==> config.mk <==
export PLATFORM = sky130hd
export DESIGN_NAME = pc_gen
export DESIGN_NICKNAME = d
export VERILOG_FILES = /design/src/rtl/pc_gen.sv
export SDC_FILE = /design/constraint.sdc
export NUM_CORES = 1
export LEC_CHECK = 0
export BUFFER_PORTS_ARGS = -buffer_cell sky130_fd_sc_hd__buf_4
export CORE_MARGIN = 2
export CORE_UTILIZATION = 50
export CTS_BUF_LIST = sky130_fd_sc_hd__clkbuf_8
export CTS_CLUSTER_DIAMETER = 40
export CTS_CLUSTER_SIZE = 20
export DETAILED_ROUTE_END_ITERATION = 7
export PLACE_DENSITY = 0.68
export SETUP_SLACK_MARGIN = 0.5
export SLEW_MARGIN = 20
export SYNTH_ARGS = -nofsm -noshare
export SYNTH_HDL_FRONTEND = slang
export SYNTH_SLANG_ARGS = --single-unit
export TNS_END_PERCENT = 5
==> constraint.sdc <==
create_clock -name clk -period 2.7 [get_ports clk]
set_clock_uncertainty 0.15 [all_clocks]
set_input_delay 0.405 -clock clk [delete_from_list [all_inputs] [get_ports clk]]
set_output_delay 0.405 -clock clk [all_outputs]
set_load 0.03 [all_outputs]
==> src/rtl/pc_gen.sv <==
// pc_gen: fetch PC register with redirect/hold priority and a small fully-associative BTB predictor.
module pc_gen #(
    parameter int               WIDTH       = 32,
    parameter logic [WIDTH-1:0] RESET_PC    = '0,
    parameter int               BTB_ENTRIES = 4
) (
    input  logic             clk,
    input  logic             rst_n,
    input  logic             hold_flag_i,
    input  logic             jump_flag_i,
    input  logic [WIDTH-1:0] jump_addr_i,
    input  logic             upd_valid_i,
    input  logic [WIDTH-1:0] upd_pc_i,
    input  logic             upd_taken_i,
    input  logic [WIDTH-1:0] upd_target_i,
    output logic [WIDTH-1:0] inst_addr_o,
    output logic             pred_taken_o,
    output logic [WIDTH-1:0] pred_target_o
);
    localparam int IW = $clog2(BTB_ENTRIES);

    logic [WIDTH-1:0]       pc_q, pc_d;
    logic [BTB_ENTRIES-1:0] valid_q, valid_d;
    logic [WIDTH-1:0]       tag_q [BTB_ENTRIES];
    logic [WIDTH-1:0]       tag_d [BTB_ENTRIES];
    logic [WIDTH-1:0]       tgt_q [BTB_ENTRIES];
    logic [WIDTH-1:0]       tgt_d [BTB_ENTRIES];
    logic [1:0]             cnt_q [BTB_ENTRIES];
    logic [1:0]             cnt_d [BTB_ENTRIES];
    logic [IW-1:0]          vic_q, vic_d;
    logic                   upd_hit;
    logic [IW-1:0]          upd_idx;

    // Tags are unique, so OR-ing over entries yields the single hit
    always_comb begin
        pred_taken_o  = 1'b0;
        pred_target_o = '0;
        upd_hit       = 1'b0;
        upd_idx       = '0;
        for (int i = 0; i < BTB_ENTRIES; i++) begin
            if (valid_q[i] && tag_q[i] == pc_q && cnt_q[i][1]) begin
                pred_taken_o  = 1'b1;
                pred_target_o = tgt_q[i];
            end
            if (valid_q[i] && tag_q[i] == upd_pc_i) begin
                upd_hit = 1'b1;
                upd_idx = IW'(i);
            end
        end
    end

    assign pc_d = jump_flag_i  ? jump_addr_i :
                  hold_flag_i  ? pc_q :
                  pred_taken_o ? pred_target_o : pc_q + WIDTH'(4);
    assign inst_addr_o = pc_q;

    always_comb begin
        valid_d = valid_q;
        tag_d   = tag_q;
        tgt_d   = tgt_q;
        cnt_d   = cnt_q;
        vic_d   = vic_q;
        if (upd_valid_i && upd_hit) begin
            if (upd_taken_i) begin
                cnt_d[upd_idx] = (cnt_q[upd_idx] == 2'b11) ? 2'b11 : cnt_q[upd_idx] + 2'b01;
                tgt_d[upd_idx] = upd_target_i;
            end else begin
                cnt_d[upd_idx] = (cnt_q[upd_idx] == 2'b00) ? 2'b00 : cnt_q[upd_idx] - 2'b01;
            end
        end else if (upd_valid_i && upd_taken_i) begin
            valid_d[vic_q] = 1'b1;
            tag_d[vic_q]   = upd_pc_i;
            tgt_d[vic_q]   = upd_target_i;
            cnt_d[vic_q]   = 2'b10;
            vic_d          = vic_q + IW'(1);
        end
    end

    always_ff @(posedge clk or negedge rst_n) begin
        if (!rst_n) begin
            pc_q    <= RESET_PC;
            valid_q <= '0;
            vic_q   <= '0;
            for (int i = 0; i < BTB_ENTRIES; i++) begin
                tag_q[i] <= '0;
                tgt_q[i] <= '0;
                cnt_q[i] <= '0;
            end
        end else begin
            pc_q    <= pc_d;
            valid_q <= valid_d;
            vic_q   <= vic_d;
            tag_q   <= tag_d;
            tgt_q   <= tgt_d;
            cnt_q   <= cnt_d;
        end
    end
endmodule

==> flow_metrics.py, run 1 <==
metrics = {
    "cts": {
        "htree_levels": 2,
        "cts_tree": "yes",
        "clkLatencyLatePin_ns": 0.66,
        "cts_root_buf": "clkbuf_8",
        "cts_inserted_buffers": 51,
        "clkSinkCount": 302,
        "clkSlewWorstSetupHoldPaths_ns": 0.08,
        "clockBufferDepth": 3,
    },
    "cells_and_area": {
        "antenna_cells": 0,
        "drive_above_1_share_pct": 49.2,
        "syn2layout_area_growth_pct": 46.5,
        "finalNetCount": 2304,
        "fin_area_mm2": 0.0261,
    },
    "sta": {
        "max_freq_ghz": 0.255,
        "rsz0062_at_grt": "true",
        "finalCritPeriodShare_pct": 145,
        "worst_slew_pin_slew_ns": 0.712,
        "worst_slack_ns": -1.22,
        "slew_violations": 0,
        "setup_violations": 333,
        "maxSlewHeadroom_pct": 52.4,
        "min_period_ns": 3.92,
        "final_hold_viol_count": 0,
        "tns_ns": -143.12,
    },
    "worst_setup_path": {
        "setup.worst_path.start_class": "flip-flop",
        "worstSetupPathType": "reg -> out",
        "crit_buf_inv": 5,
        "end_kind": "output pin",
        "cp_data_required_time_ns": 2.14,
        "path_max_fanout": 4,
        "cp_cell_sequence": "buf_4, xnor2_2, nand4_1, nor4_4, buf_4, buf_6, nand3_4, nor2_4, clkbuf_16, nand2_1, a21oi_2, a21o_1, buf_6",
        "crit_family": "simple AND/OR/NAND/NOR gates",
        "arrival_ns": 3.36,
        "slowest_delay_ns": 0.48,
        "cpMaxStageDelayCell": "dfrtp_2",
    },
    "global_route": {
        "grt_pass1_wl_um": 103000,
        "gr-total-overflow": 0,
        "track_usage_pct": 37.7,
        "antenna_found_initial": 0,
        "grt_pass1_vias": 16371,
        "grt_max_degree": 94,
    },
    "yosys": {
        "yosys_warnings": 0,
        "synthDistinctLibCells": 82,
        "ys_seq_elements": 302,
        "yosysMostFrequentCell": "dfrtp_1",
        "syn_avg_cell_area_um2": 11.0,
        "async_flop_share_pct": 100,
        "synth_common_cells": "dfrtp_1 (302), mux2_2 (217), xor2_1 (207), nand2_1 (94), nor4_1 (69)",
        "synth_edf_count": 0,
        "syn-num-nets": 1724,
        "syn_inst": 1617,
        "synthTopCellsByArea": "dfrtp_1 (42%), mux2_2 (14%), xor2_1 (10%), xnor2_1 (2.9%), mux2_1 (2.5%)",
        "syn_area_mm2": 0.0178,
        "synth_top_area_share_pct": 42.5,
        "yosysSeqAreaShare_pct": 42.5,
        "synth-main-ff-cell": "dfrtp_1",
        "yosysTopAreaCell": "dfrtp_1",
    },
    "route": {
        "drt_pass1_iterations": 5,
        "routed.top_layer": "met4",
        "drt_iter0_markers": 1788,
        "routed_wl_um": 71200,
        "wl_per_cell_um": 26.4,
        "route.met3.wl_um": 5900,
        "via_count": 16374,
        "met1_length_um": 27600,
        "wl_met2_um": 33300,
        "postRouteAntennaNets": 0,
        "remaining_drc_errors": 0,
        "vias_per_cell": 6.06,
    },
    "die": {
        "ios": 167,
        "rows": 69,
        "dieArea_mm2": 0.0371,
        "dieHeight_um": 193,
        "die_w_um": 193,
        "core_mm2": 0.0353,
        "start_util_pct": 50.4,
    },
    "place": {
        "hpwl_um": 48100,
        "post-place-ws_ns": -0.827,
        "gp_congestion": 0.969,
        "place_area_mm2": 0.0222,
        "port_buffers": 166,
    },
    "pwr": {
        "p_leak_nw": 11.6,
        "irDropWorstVdd_mv": 0.610,
        "powerDensity_mw_per_mm2": 892,
    },
    "run": {
        "cap_violations": 0,
    },
    "worst_hold_path": {
        "min_path_type": "in -> reg",
    },
    "run_status": {
        "failed_checks": "setup timing",
        "outcome": "finished, violations left",
    },
}
cells by family after synthesis:
group / synth area share (%)
simple gates: 12.5
flops: 42.5
mux: 17.5
xor+xnor: 13.2
compound gates: 8.58
buf+inv: 5.24
fa+ha+maj: 0.478
where the power goes:
part	leakage (nW)	total (W)	switching [W]	internal, W
Combinational	7.31	0.00909	0.00433	0.00476
Clock	0.695	0.00557	0.00227	0.00330
Sequential	3.58	0.00859	0.00199	0.00659
Total	11.6	0.0232	0.00859	0.0147
sequential cells by signal, indices dropped and copies added, names as in the netlist:
register	flops
tgt_q	128
cnt_q	8
inst_addr_o	32
vic_q	2
tag_q	128
valid_q	4
worst min-delay path, cell delays in order:
cell and delay, ns:
buf_4 0.14, buf_12 0.12, mux2_2 0.13
routing by layer:
layer | global-route usage [%] | vias up
li1 | - | 6949
met1 | 49.3 | 8199
met5 | 0 | -
met4 | 18.3 | 0
met2 | 61.0 | 978
met3 | 5.96 | 248
layout by cell type, fill, tap and decap left out, drive strengths merged, types with 33 or more instances in the layout:
cell type	synthesis	routed
o21ai	65	65
inv	24	33
a21oi	37	37
nor2	44	44
dlygate4sd3	0	92
nand4	34	34
xnor2	59	59
mux2	256	256
nand3	41	41
xor2	208	208
dfrtp	302	302
clkbuf	29	59
nand2	96	96
nor4	85	85
buf	109	570
area by class of cell:
class / count / area (um2)
Inverter: 24 / 90.1
Tap cell: 461 / 577
Fill cell: 2297 / 9230
Multi-Input combinational cell: 1153 / 10300
Sequential cell: 302 / 7600
Clock buffer: 58 / 798
Timing Repair Buffer: 665 / 6120
Clock inverter: 37 / 573
worst paths after layout:
| path | endpoint | depth (start not counted) | from | slack [ns] |
|---|---|---|---|---|
| worst min register to register | tgt_q[80]$_DFFE_PN0P_ | 1 | tgt_q[80]$_DFFE_PN0P_ | 0.34 |
| max in group asynchronous | inst_addr_o[1]$_DFFE_PN0P_ | 3 | rst_n | 1.54 |
| min in group asynchronous | tag_q[47]$_DFFE_PN0P_ | 2 | rst_n | 0.04 |
| worst min-delay path | tag_q[94]$_DFFE_PN0P_ | 3 | upd_pc_i[30] | 0.03 |
| worst max-delay path | pred_target_o[30] | 13 | inst_addr_o[28]$_DFFE_PN0P_ | -1.22 |
| worst max register to register | inst_addr_o[4]$_DFFE_PN0P_ | 15 | inst_addr_o[21]$_DFFE_PN0P_ | -0.69 |
metrics by stage:
stage,util [%],hold slack [ns],power [W],std cells
3_3_place_gp,62.9,0.106,0.0164,2461
5_1_grt,73.8,0.0161,0.0241,2700
4_1_cts,71.6,0.00258,0.0226,2671
2_1_floorplan,-,-0.0406,0.0127,1617
6_report,73.8,0.0295,0.0232,2700
3_5_place_dp,62.9,0.106,0.0166,2462
repair_timing:
item                                    in CTS  in global routing
cloned                                       3                  1
hold buffers                                93                  0
hold endpoints to repair                   521                  0
pin swaps                                   36                 30
setup buffers                               18                 27
gates resized for setup                    120                113
endpoints found under the setup margin     336                337
Power figures use the tool's default switching activity.
==> run 2, diff against run 1 <==
--- a/config.mk
+++ b/config.mk
@@ -5,7 +5,7 @@
 export SDC_FILE = /design/constraint.sdc
 export NUM_CORES = 1
 export LEC_CHECK = 0
-export BUFFER_PORTS_ARGS = -buffer_cell sky130_fd_sc_hd__buf_4
+export BUFFER_PORTS_ARGS = -buffer_cell sky130_fd_sc_hd__clkbuf_2
 export CORE_MARGIN = 2
 export CORE_UTILIZATION = 50
 export CTS_BUF_LIST = sky130_fd_sc_hd__clkbuf_8
==> flow_metrics.py, run 2 (same netlist as run 1, synthesis figures left out) <==
metrics = {
    "global_route": {
        "grt_pass1_vias": 16492,
        "grt_max_degree": 63,
        "grt_pass1_wl_um": 103000,
        "antenna_found_initial": 0,
        "gr-total-overflow": 0,
        "track_usage_pct": 37.6,
    },
    "worst_setup_path": {
        "critPathLaunch": "inst_addr_o[22]$_DFFE_PN0P_",
        "crit_top_cell": "buf_4",
        "crit_family": "buffers and inverters",
        "slowest_delay_ns": 0.53,
        "cpMaxStageDelayCell": "dfrtp_2",
        "setup.worst_path.start_class": "flip-flop",
        "crit_buf_inv": 7,
        "r2r-start": "inst_addr_o[0]$_DFFE_PN0P_",
        "ff2ff_path_depth": 14,
        "path_max_fanout": 7,
        "end_kind": "output pin",
        "arrival_ns": 3.47,
        "cp.depth": 14,
        "worstSetupPathType": "reg -> out",
        "cp_cell_sequence": "xor2_2, nor4_2, buf_4, nand4_1, buf_4, buf_12, nor3_4, buf_6, buf_12, buf_4, a21oi_2, a21oi_2, a21o_1, buf_6",
        "cp_data_required_time_ns": 2.14,
    },
    "cts": {
        "htree_levels": 2,
        "cts_inserted_buffers": 49,
        "cts_root_buf": "clkbuf_8",
        "clkSlewWorstSetupHoldPaths_ns": 0.09,
        "clkLatencyLatePin_ns": 0.65,
        "cts_tree": "yes",
        "clockBufferDepth": 3,
        "clkSinkCount": 302,
    },
    "die": {
        "dieHeight_um": 193,
        "start_util_pct": 50.4,
        "dieArea_mm2": 0.0371,
        "core_mm2": 0.0353,
        "die_w_um": 193,
        "rows": 69,
        "ios": 167,
    },
    "place": {
        "placedCellCount": 2464,
        "port_buffers": 166,
        "gp_congestion": 1.05,
        "place_area_mm2": 0.0219,
        "hpwl_um": 48500,
    },
    "pwr": {
        "p_leak_nw": 11.6,
        "powerDensity_mw_per_mm2": 876,
        "irDropWorstVdd_mv": 0.810,
        "p_sw_w": 0.00847,
        "finalPower_w": 0.0224,
        "clkPwrFrac_pct": 22.7,
        "pwr-share-comb_pct": 38.5,
        "swShare_pct": 37.8,
        "pwr-share-seq_pct": 38.8,
        "p_int_w": 0.0140,
    },
    "route": {
        "drt_iter0_markers": 1639,
        "remaining_drc_errors": 0,
        "wl_per_cell_um": 26.2,
        "postRouteAntennaNets": 0,
        "routed_wl_um": 70100,
        "drt_pass1_iterations": 5,
        "vias_per_cell": 6.11,
        "via_count": 16374,
    },
    "sta": {
        "slew_violations": 0,
        "rsz0062_at_grt": "true",
        "final_hold_viol_count": 0,
        "max_freq_ghz": 0.249,
        "whs_ns": 0.00505,
        "min_period_ns": 4.02,
        "maxSlewHeadroom_pct": 50.8,
        "worst_slack_ns": -1.32,
        "finalCritPeriodShare_pct": 149,
        "setup_violations": 331,
        "worst_slew_pin_slew_ns": 0.737,
    },
    "run_status": {
        "outcome": "finished, violations left",
        "failed_checks": "setup timing",
    },
    "cells_and_area": {
        "post-route-util_pct": 72.5,
        "antenna_cells": 0,
        "syn2layout_area_growth_pct": 43.9,
        "seq_area_mm2": 0.00760,
        "num-fill-cells": 2374,
        "drive_above_1_share_pct": 49.5,
        "final_cell_mix": "buf_4 (319), dfrtp_1 (268), xor2_1 (195)",
        "final_common_cell": "buf_4",
        "stdcell_count": 2678,
        "finalNetCount": 2283,
        "fin_area_mm2": 0.0256,
        "multiInputGateArea_mm2": 0.0104,
    },
    "worst_hold_path": {
        "hold_depth": 2,
        "hp-start": "upd_pc_i[17]",
        "min_path_type": "in -> reg",
    },
    "run": {
        "cap_violations": 0,
    },
}
==> run 2: layer usage <==
metal	global-route usage [%]	share of wire, %	up-vias
li1	-	-	6914
met1	48.4	39	8180
met2	59.5	46	1012
met3	6.87	8.7	268
met4	22.1	6.6	0
met5	0	0	-
==> run 2: layout make-up <==
type | instances | area share [%]
clock buffers | 58 | 3.12
inverters | 24 | 0.352
flip-flops and latches | 302 | 29.7
repair buffers | 646 | 22.4
well taps | 461 | 2.25
multi-input cells | 1153 | 40.5
clock inverters | 34 | 1.74
==> run 2: timing repair <==
item                       in CTS  in global routing
buffers inserted               38                 10
hold buffers                   69                  0
gates cloned                    3                  1
pin swaps                      60                 46
hold endpoints to repair      218                  0
setup endpoints to repair     336                339
resized for setup             204                105
==> run 2: worst paths after layout <==
path	to	slack (ns)
worst max-delay path	pred_target_o[30]	-1.32
worst min register to register	tgt_q[118]$_DFFE_PN0P_	0.34
min in group asynchronous	tag_q[12]$_DFFE_PN0P_	0.16
max in group asynchronous	tgt_q[40]$_DFFE_PN0P_	1.26
worst max register to register	inst_addr_o[4]$_DFFE_PN0P_	-0.72
worst min-delay path	tag_q[49]$_DFFE_PN0P_	0.005
==> run 2: power groups by stage <==
stage | clock network, W | registers [W] | logic, W
after CTS | 0.00512 | 0.00850 | 0.00815
after detailed placement | 0 | 0.00854 | 0.00754
final | 0.00509 | 0.00871 | 0.00863
after floorplan | 0 | 0.00806 | 0.00465
after global routing | 0.00533 | 0.00886 | 0.00910
after global placement | 0 | 0.00844 | 0.00734
==> run 2: worst register-to-register path, cell delays in order, from the launching register on <==
cell	delay (ns)
dfrtp_2	0.51
xor2_2	0.22
nor4_2	0.33
buf_4	0.17
nand4_1	0.23
buf_4	0.24
nor3_4	0.27
nor2_4	0.07
buf_12	0.15
buf_6	0.12
a22oi_2	0.24
buf_4	0.19
o21ai_0	0.08
a222oi_1	0.23
buf_4	0.16
==> run 2: through the flow <==
stage | setup slack, ns | TNS (ns)
6_report | -1.32 | -137.57
5_1_grt | -1.40 | -153.32
4_1_cts | -1.22 | -118.88
3_5_place_dp | -0.867 | -242.92
3_3_place_gp | -0.844 | -230.63
2_1_floorplan | -0.366 | -21.93
